==> config.mk <==
export PLATFORM = sky130hd
export DESIGN_NAME = counter_cmd_driver
export DESIGN_NICKNAME = d
export VERILOG_FILES = /design/src/rtl/counter_cmd_pkg.sv /design/src/rtl/counter_exp_model.sv /design/src/rtl/counter_cmd_driver.sv
export SDC_FILE = /design/constraint.sdc
export NUM_CORES = 1
export LEC_CHECK = 0
export ABC_AREA = 1
export BUFFER_PORTS_ARGS = -buffer_cell sky130_fd_sc_hd__buf_2
export CORE_UTILIZATION = 50
export DETAILED_ROUTE_END_ITERATION = 16
export PLACE_DENSITY = 0.76
export SYNTH_ARGS = -nofsm -noshare
export SYNTH_HDL_FRONTEND = slang
export SYNTH_SLANG_ARGS = --single-unit
==> constraint.sdc <==
create_clock -name clk -period 2.3 [get_ports clk]
set_clock_uncertainty 0.15 [all_clocks]
set_input_delay 0.115 -clock clk [delete_from_list [all_inputs] [get_ports clk]]
set_output_delay 0.115 -clock clk [all_outputs]
set_load 0.1 [all_outputs]
==> src/rtl/counter_cmd_pkg.sv <==
// Shared types and default sizes for the counter command driver and its expected-value model.
package counter_cmd_pkg;

  localparam int unsigned WIDTH_DEF  = 4;
  localparam int unsigned STEP_W_DEF = 8;

  typedef enum logic [1:0] {
    OP_LOAD = 2'd0,
    OP_UP   = 2'd1,
    OP_DOWN = 2'd2,
    OP_HOLD = 2'd3
  } cmd_op_e;

  typedef enum logic [2:0] {
    ST_IDLE       = 3'd0,
    ST_DRIVE_LOAD = 3'd1,
    ST_DRIVE_STEP = 3'd2,
    ST_CHECK      = 3'd3,
    ST_RESP       = 3'd4
  } state_e;

endpackage

==> src/rtl/counter_exp_model.sv <==
// Expected-value register for a modulo-2^WIDTH up/down counter with load priority.
module counter_exp_model #(
  parameter int unsigned WIDTH = 4
) (
  input  logic             clk,
  input  logic             reset,
  input  logic             ld,
  input  logic             inc,
  input  logic             dec,
  input  logic [WIDTH-1:0] ld_val,
  output logic [WIDTH-1:0] exp_val
);

  logic [WIDTH-1:0] exp_d;
  logic [WIDTH-1:0] exp_q;

  // Load wins over counting; wrap falls out of the fixed-width add/subtract.
  always_comb begin
    exp_d = exp_q;
    if (ld) begin
      exp_d = ld_val;
    end else if (inc) begin
      exp_d = exp_q + WIDTH'(1);
    end else if (dec) begin
      exp_d = exp_q - WIDTH'(1);
    end
  end

  always_ff @(posedge clk or negedge reset) begin
    if (!reset) begin
      exp_q <= '0;
    end else begin
      exp_q <= exp_d;
    end
  end

  assign exp_val = exp_q;

endmodule

==> src/rtl/counter_cmd_driver.sv <==
// Command-driven initiator for a counter: drives load/enable/up_down, then checks data_out
// against an internal expected value and returns the result on a valid/ready response port.
module counter_cmd_driver
  import counter_cmd_pkg::*;
#(
  parameter int unsigned WIDTH  = WIDTH_DEF,
  parameter int unsigned STEP_W = STEP_W_DEF
) (
  input  logic              clk,
  input  logic              reset,
  input  logic              cmd_valid,
  output logic              cmd_ready,
  input  logic [1:0]        cmd_op,
  input  logic [WIDTH-1:0]  cmd_data,
  input  logic [STEP_W-1:0] cmd_steps,
  output logic [WIDTH-1:0]  data_in,
  output logic              load,
  output logic              enable,
  output logic              up_down,
  input  logic [WIDTH-1:0]  data_out,
  output logic              rsp_valid,
  input  logic              rsp_ready,
  output logic [WIDTH-1:0]  rsp_data,
  output logic              rsp_err,
  output logic              busy
);

  state_e              state_q, state_d;
  cmd_op_e             op_q, op_d;
  logic [STEP_W-1:0]   step_cnt_q, step_cnt_d;
  logic                cmd_ready_q, cmd_ready_d;
  logic                load_q, load_d;
  logic                enable_q, enable_d;
  logic                up_down_q, up_down_d;
  logic [WIDTH-1:0]    data_in_q, data_in_d;
  logic                rsp_valid_q, rsp_valid_d;
  logic [WIDTH-1:0]    rsp_data_q, rsp_data_d;
  logic                rsp_err_q, rsp_err_d;
  logic                busy_q, busy_d;

  logic                exp_ld;
  logic                exp_inc;
  logic                exp_dec;
  logic [WIDTH-1:0]    exp_val;

  // The model advances on the same cycles the counter sees the registered drive.
  assign exp_ld  = (state_q == ST_DRIVE_LOAD);
  assign exp_inc = (state_q == ST_DRIVE_STEP) && (op_q == OP_UP);
  assign exp_dec = (state_q == ST_DRIVE_STEP) && (op_q == OP_DOWN);

  counter_exp_model #(
    .WIDTH (WIDTH)
  ) u_exp_model (
    .clk     (clk),
    .reset   (reset),
    .ld      (exp_ld),
    .inc     (exp_inc),
    .dec     (exp_dec),
    .ld_val  (data_in_q),
    .exp_val (exp_val)
  );

  always_comb begin
    state_d     = state_q;
    op_d        = op_q;
    step_cnt_d  = step_cnt_q;
    load_d      = 1'b0;
    enable_d    = 1'b0;
    up_down_d   = up_down_q;
    data_in_d   = data_in_q;
    rsp_valid_d = 1'b0;
    rsp_data_d  = rsp_data_q;
    rsp_err_d   = rsp_err_q;

    unique case (state_q)
      ST_IDLE: begin
        if (cmd_valid && cmd_ready_q) begin
          op_d = cmd_op_e'(cmd_op);
          if (op_d == OP_LOAD) begin
            state_d   = ST_DRIVE_LOAD;
            load_d    = 1'b1;
            data_in_d = cmd_data;
          end else if (cmd_steps == '0) begin
            state_d = ST_CHECK;
          end else begin
            // First step is driven straight out of the accept edge.
            state_d    = ST_DRIVE_STEP;
            step_cnt_d = cmd_steps - STEP_W'(1);
            enable_d   = (op_d != OP_HOLD);
            if (op_d != OP_HOLD) begin
              up_down_d = (op_d == OP_UP);
            end
          end
        end
      end
      ST_DRIVE_LOAD: begin
        state_d = ST_CHECK;
      end
      ST_DRIVE_STEP: begin
        if (step_cnt_q == '0) begin
          state_d = ST_CHECK;
        end else begin
          step_cnt_d = step_cnt_q - STEP_W'(1);
          enable_d   = (op_q != OP_HOLD);
        end
      end
      ST_CHECK: begin
        rsp_data_d = data_out;
        rsp_err_d  = (data_out != exp_val);
        state_d    = ST_RESP;
      end
      ST_RESP: begin
        if (rsp_valid_q && rsp_ready) begin
          state_d = ST_IDLE;
        end else begin
          rsp_valid_d = 1'b1;
        end
      end
      default: begin
        state_d = ST_IDLE;
      end
    endcase

    cmd_ready_d = (state_d == ST_IDLE);
    busy_d      = (state_d != ST_IDLE);
  end

  always_ff @(posedge clk or negedge reset) begin
    if (!reset) begin
      state_q     <= ST_IDLE;
      op_q        <= OP_LOAD;
      step_cnt_q  <= '0;
      cmd_ready_q <= 1'b1;
      load_q      <= 1'b0;
      enable_q    <= 1'b0;
      up_down_q   <= 1'b0;
      data_in_q   <= '0;
      rsp_valid_q <= 1'b0;
      rsp_data_q  <= '0;
      rsp_err_q   <= 1'b0;
      busy_q      <= 1'b0;
    end else begin
      state_q     <= state_d;
      op_q        <= op_d;
      step_cnt_q  <= step_cnt_d;
      cmd_ready_q <= cmd_ready_d;
      load_q      <= load_d;
      enable_q    <= enable_d;
      up_down_q   <= up_down_d;
      data_in_q   <= data_in_d;
      rsp_valid_q <= rsp_valid_d;
      rsp_data_q  <= rsp_data_d;
      rsp_err_q   <= rsp_err_d;
      busy_q      <= busy_d;
    end
  end

  assign cmd_ready = cmd_ready_q;
  assign load      = load_q;
  assign enable    = enable_q;
  assign up_down   = up_down_q;
  assign data_in   = data_in_q;
  assign rsp_valid = rsp_valid_q;
  assign rsp_data  = rsp_data_q;
  assign rsp_err   = rsp_err_q;
  assign busy      = busy_q;

endmodule

-- Word-level counts from Yosys, hierarchy flattened
Index checks and enable logic that the tools add are counted.
- logic and storage cells: 73
- bits of input ports: 22
- output and inout bits: 15
- register bits: 32
- mux-type cells: 24
- bitwise gates (word level): 2
- reductions and logical operators: 16
- add/subtract/negate cells: 4
- equality and inequality tests: 14
- operators with widths (cell ; count):
    8-bit two-way mux ; 4
    8-bit logical NOT ; 2
    8-bit case mux with 2 select lines ; 1
    8-bit by 1-bit subtractor with 8-bit output (second input constant) ; 2
    3-bit case mux with 5 select lines ; 1
    4-bit two-way mux ; 3
    2-bit != test (second input constant) ; 6
    1-bit two-way mux ; 10
    5-bit AND reduction ; 2
    3-bit two-way mux ; 3
    3-bit by 2-bit equality test with 1-bit output (second input constant) ; 2
    3-bit logical NOT ; 2
    3-bit nonzero test ; 2
    4-bit by 1-bit adder with 4-bit output (second input constant) ; 1
    2-bit by 1-bit equality test with 1-bit output (second input constant) ; 2
    1-bit logical AND ; 4
    4-bit != test ; 1
    4-bit by 1-bit subtractor with 4-bit output (second input constant) ; 1
    3-bit by 1-bit equality test with 1-bit output (second input constant) ; 1
    3-bit equality test (second input constant) ; 1
    3-bit AND reduction ; 1
    2-bit equality test (second input constant) ; 1
    2-bit logical NOT ; 1
    2-bit two-way mux ; 1
    other kinds (4) ; 5

-- Depth between registers and ports, before layout
- depth after elaboration: 6
- gate-level depth with buffers: 12
- gate-level depth less buffers: 11

-- Modules after synthesis
A second synthesis with hierarchy kept.
- cell total of the unflattened synthesis: 255
- area total of the unflattened synthesis: 1946.9 um^2
- by module, submodules not included (module ; seq. area each (um^2) ; times used ; cells each ; area an instance (um^2)):
    counter_cmd_driver ; 701.9 ; 1 ; 212 ; 1640.3
    counter_exp_model ; 100.1 ; 1 ; 43 ; 306.5

-- Least setup slack after synthesis
No wires, ideal clock.
- kind: register to register
- start: register state_q[2]
- end: register u_exp_model.exp_q[3], in the netlist u_exp_model.exp_val[3]
- slack: 297 ps
- library setup time: 116 ps
- arrival: 1737 ps
- data required time: 2034 ps
- path buffers: 1
- clock period less this slack: 2003 ps
- stages on the path, launching flop included: 13
- cells stage by stage: dfrtp_1 -> nor2_4 -> nand2_4 -> buf_12 -> inv_4 -> nand3_2 -> ha_1 -> a21oi_1 -> nand2_1 -> nand2_1 -> nand2_1 -> nand2_1 -> nand2_1
- longest elaborated chain between the ends: 4
- elaborated cells between the ends (all ways): 7
- those cells by class: eq/ne: 2; mux: 2; reduce/logical: 3
- RTL lines (item ; line ; source):
    from (decl) ; counter_cmd_driver.sv:28 ; state_e state_q, state_d;
    from (signal assigned) ; counter_cmd_driver.sv:143 ; state_q <= state_d;
    3-bit by 2-bit equality test with 1-bit output ; counter_cmd_driver.sv:48, counter_cmd_driver.sv:49 ;
    1-bit logical AND ; counter_cmd_driver.sv:48 ; assign exp_inc = (state_q == ST_DRIVE_STEP) && (op_q == OP_UP);
    4-bit two-way mux ; counter_exp_model.sv:22 ; end else if (inc) begin
    4-bit two-way mux ; counter_exp_model.sv:20 ; if (ld) begin
    to (signal assigned) ; counter_exp_model.sv:33 ; exp_q <= exp_d;
    to (decl) ; counter_exp_model.sv:15 ; logic [WIDTH-1:0] exp_q;
Parallel ways exist; a longest one is shown, timed or not.
A chain may end at the register's enable or synchronous reset.

-- Worst setup path after layout
Ends and elaborated chain as after synthesis.

==> metrics.csv <==
metric,value,unit
crit_type,reg2reg,
gp_congestion,0.860,
grt_max_degree,33,
first_global_vias,1610,
dr.pass1.iters,4,
ys.flop_type,dfrtp_1,
synth_edf_count,0,
setup_violations,0,
cts.sinks,32,
diodes,0,
die_w,64.4,um
n_fill_cell,316,
synthTopCellsByArea,"dfrtp_1 (40%), nand2_1 (16%), inv_1 (6.5%)",
cts-buffers-inserted,5,
syn-num-nets,270,
cp-start-kind,flip-flop,
post_drt_wl_per_cell,11.5,um
boundaryPins,37,
worst_pin_slew,0.703,ns
initial_core_util,0.528,
clk_latency,0.27,ns
cts_tree,built,
synth_area_leader_cell,dfrtp_1,
clockBufferDepth,2,
outcome,finished clean,
drc,0,
drtAntennaViolNets,0,
port_buffers,36,
grt_use_total,0.217,
relSlewSlack,0.531,
cp_data_arrival_time,2.04,ns
rsz0062_at_grt,no,
via_per_inst,4.76,
post_cts_buffers,0,
async_flop_share,1.00,
post-dp-hpwl,2.99,mm
synth-seq-cells,32,
syn_area,1950,um2
drive_above_1_share,0.244,
tns,0,ns
floorplan.die_area,4150,um2
synth_cells,244,
fmax,494,MHz
area_growth,21.6,%
coreArea,3690,um2
synth_common_cells,"nand2_1 (82), inv_1 (34), dfrtp_1 (31), nand3_1 (17), nor2_1 (12)",
fin_nets,324,
holdWs,0.0683,ns
endpoint_kind,flip-flop,
drv_slew,0,
wl,3.98,mm
die_h,64.4,um
hold_viol_final,0,
grt_pass1_wl,6.87,mm
synth_top_area_share,0.398,
final_util,0.642,
crit_fanout,8,
first_iter_violations,67,
period_minus_slack,2.03,ns
syn_avg_cell_area,7.99,um2
hold_path_class,in2reg,
min_period_over_period,0.881,
ctsHtreeMaxLevel,2,
synth_most_common_cell,nand2_1,
synth.distinct_cells,34,
num_vias,1651,
ys_warn_count,0,
antenna_found_initial,0,
required,2.32,ns
clockRootBuffer,clkbuf_8,
ys_seq_area_frac,0.411,
clk_pin_slew,0.06,ns
rows,22,
grt_overflow,0,
maxCapViolations,0,
## metal layers
layer / routed length, um / GRT usage / part of all wire / vias up
met3: 173 / 0.0475 / 0.044 / 5
met1: 1880 / 0.270 / 0.47 / 746
met5: 0 / 0 / 0 / -
met4: 33 / 0.0556 / 0.0083 / 0
met2: 1890 / 0.379 / 0.47 / 36
li1: - / - / - / 864
## logic make-up after synthesis
group                    Yosys count  share of synthesized area
AND/OR/NAND/NOR                  141                      0.366
AO/OA/AOI/OAI                     22                     0.0725
XOR/XNOR                           6                     0.0270
flip-flops                        32                      0.411
adder cells (fa/ha/maj)            4                     0.0295
buffers and inverters             39                     0.0937
## area by class of cell
class	count	area (um2)	area share
timing repair buffer	50	315	0.133
multi-input combinational	173	965	0.407
clock buffer	8	90.1	0.0380
inverter	36	138	0.0581
tap	48	60.1	0.0253
sequential	32	802	0.338
## critical path, stage by stage (launching register included)
cell,delay [ns]
dfrtp_1,0.45
nor2_4,0.25
nand2_4,0.08
inv_4,0.07
nand3_2,0.11
ha_1,0.35
a21oi_1,0.18
nand2_1,0.07
nand2_1,0.07
nand2_1,0.05
nand2_1,0.05
nand2_1,0.04
## repair_timing
action | in CTS | in global routing
endpoints found under the hold margin | 42 | 0
resized for setup | 0 | 0
hold buffers | 12 | 0
## registers in the layout, indices dropped and copies added (netlist names)
signal,flops
busy,1
cmd_ready,1
data_in,4
enable,1
load,1
op_q,2
rsp_data,4
rsp_err,1
rsp_valid,1
state_q,3
step_cnt_q,8
u_exp_model.exp_val,4
up_down,1
## cell usage in the layout, fill, tap and decap left out, types with 2 or more instances in the layout
| cell type | n |
|---|---|
| nand2_1 | 82 |
| buf_2 | 36 |
| inv_1 | 34 |
| dfrtp_1 | 31 |
| nand3_1 | 17 |
| nor2_1 | 12 |
| dlygate4sd3_1 | 12 |
| nand2_4 | 11 |
| o21ai_0 | 8 |
| clkbuf_8 | 6 |
| xnor2_1 | 5 |
| nand2_2 | 4 |
| nor3_1 | 4 |
| nor2_4 | 3 |
| nand3_2 | 3 |
| o21bai_1 | 3 |
| ha_1 | 3 |
| a21oi_1 | 2 |
| o21ai_2 | 2 |
| nand4_1 | 2 |
| o211ai_1 | 2 |
| clkbuf_1 | 2 |
| buf_4 | 2 |
## path summary, 6_finish.rpt
kind / start / to / slack, ns / cells after the start
setup reg to reg: state_q[2] / u_exp_model.exp_val[3] / 0.27 / 11
max in group asynchronous: reset / step_cnt_q[3] / 1.28 / 2
hold reg to reg: rsp_valid / rsp_valid / 0.32 / 1
min in group asynchronous: reset / rsp_data[1] / 0.28 / 2
setup / recovery: state_q[2] / u_exp_model.exp_val[3] / 0.27 / 11
hold / removal: cmd_valid / state_q[1] / 0.07 / 3
## through the flow
stage	area, um2	instances	setup slack (ns)
2_1_floorplan	1950	244	0.297
3_3_place_gp	2160	327	0.340
3_5_place_dp	2160	327	0.290
4_1_cts	2370	347	0.276
5_1_grt	2370	347	0.0746
6_report	2370	347	0.274
Power is not shown: default switching activity piles up to over one toggle a cycle in this logic, so the estimate is an artifact.
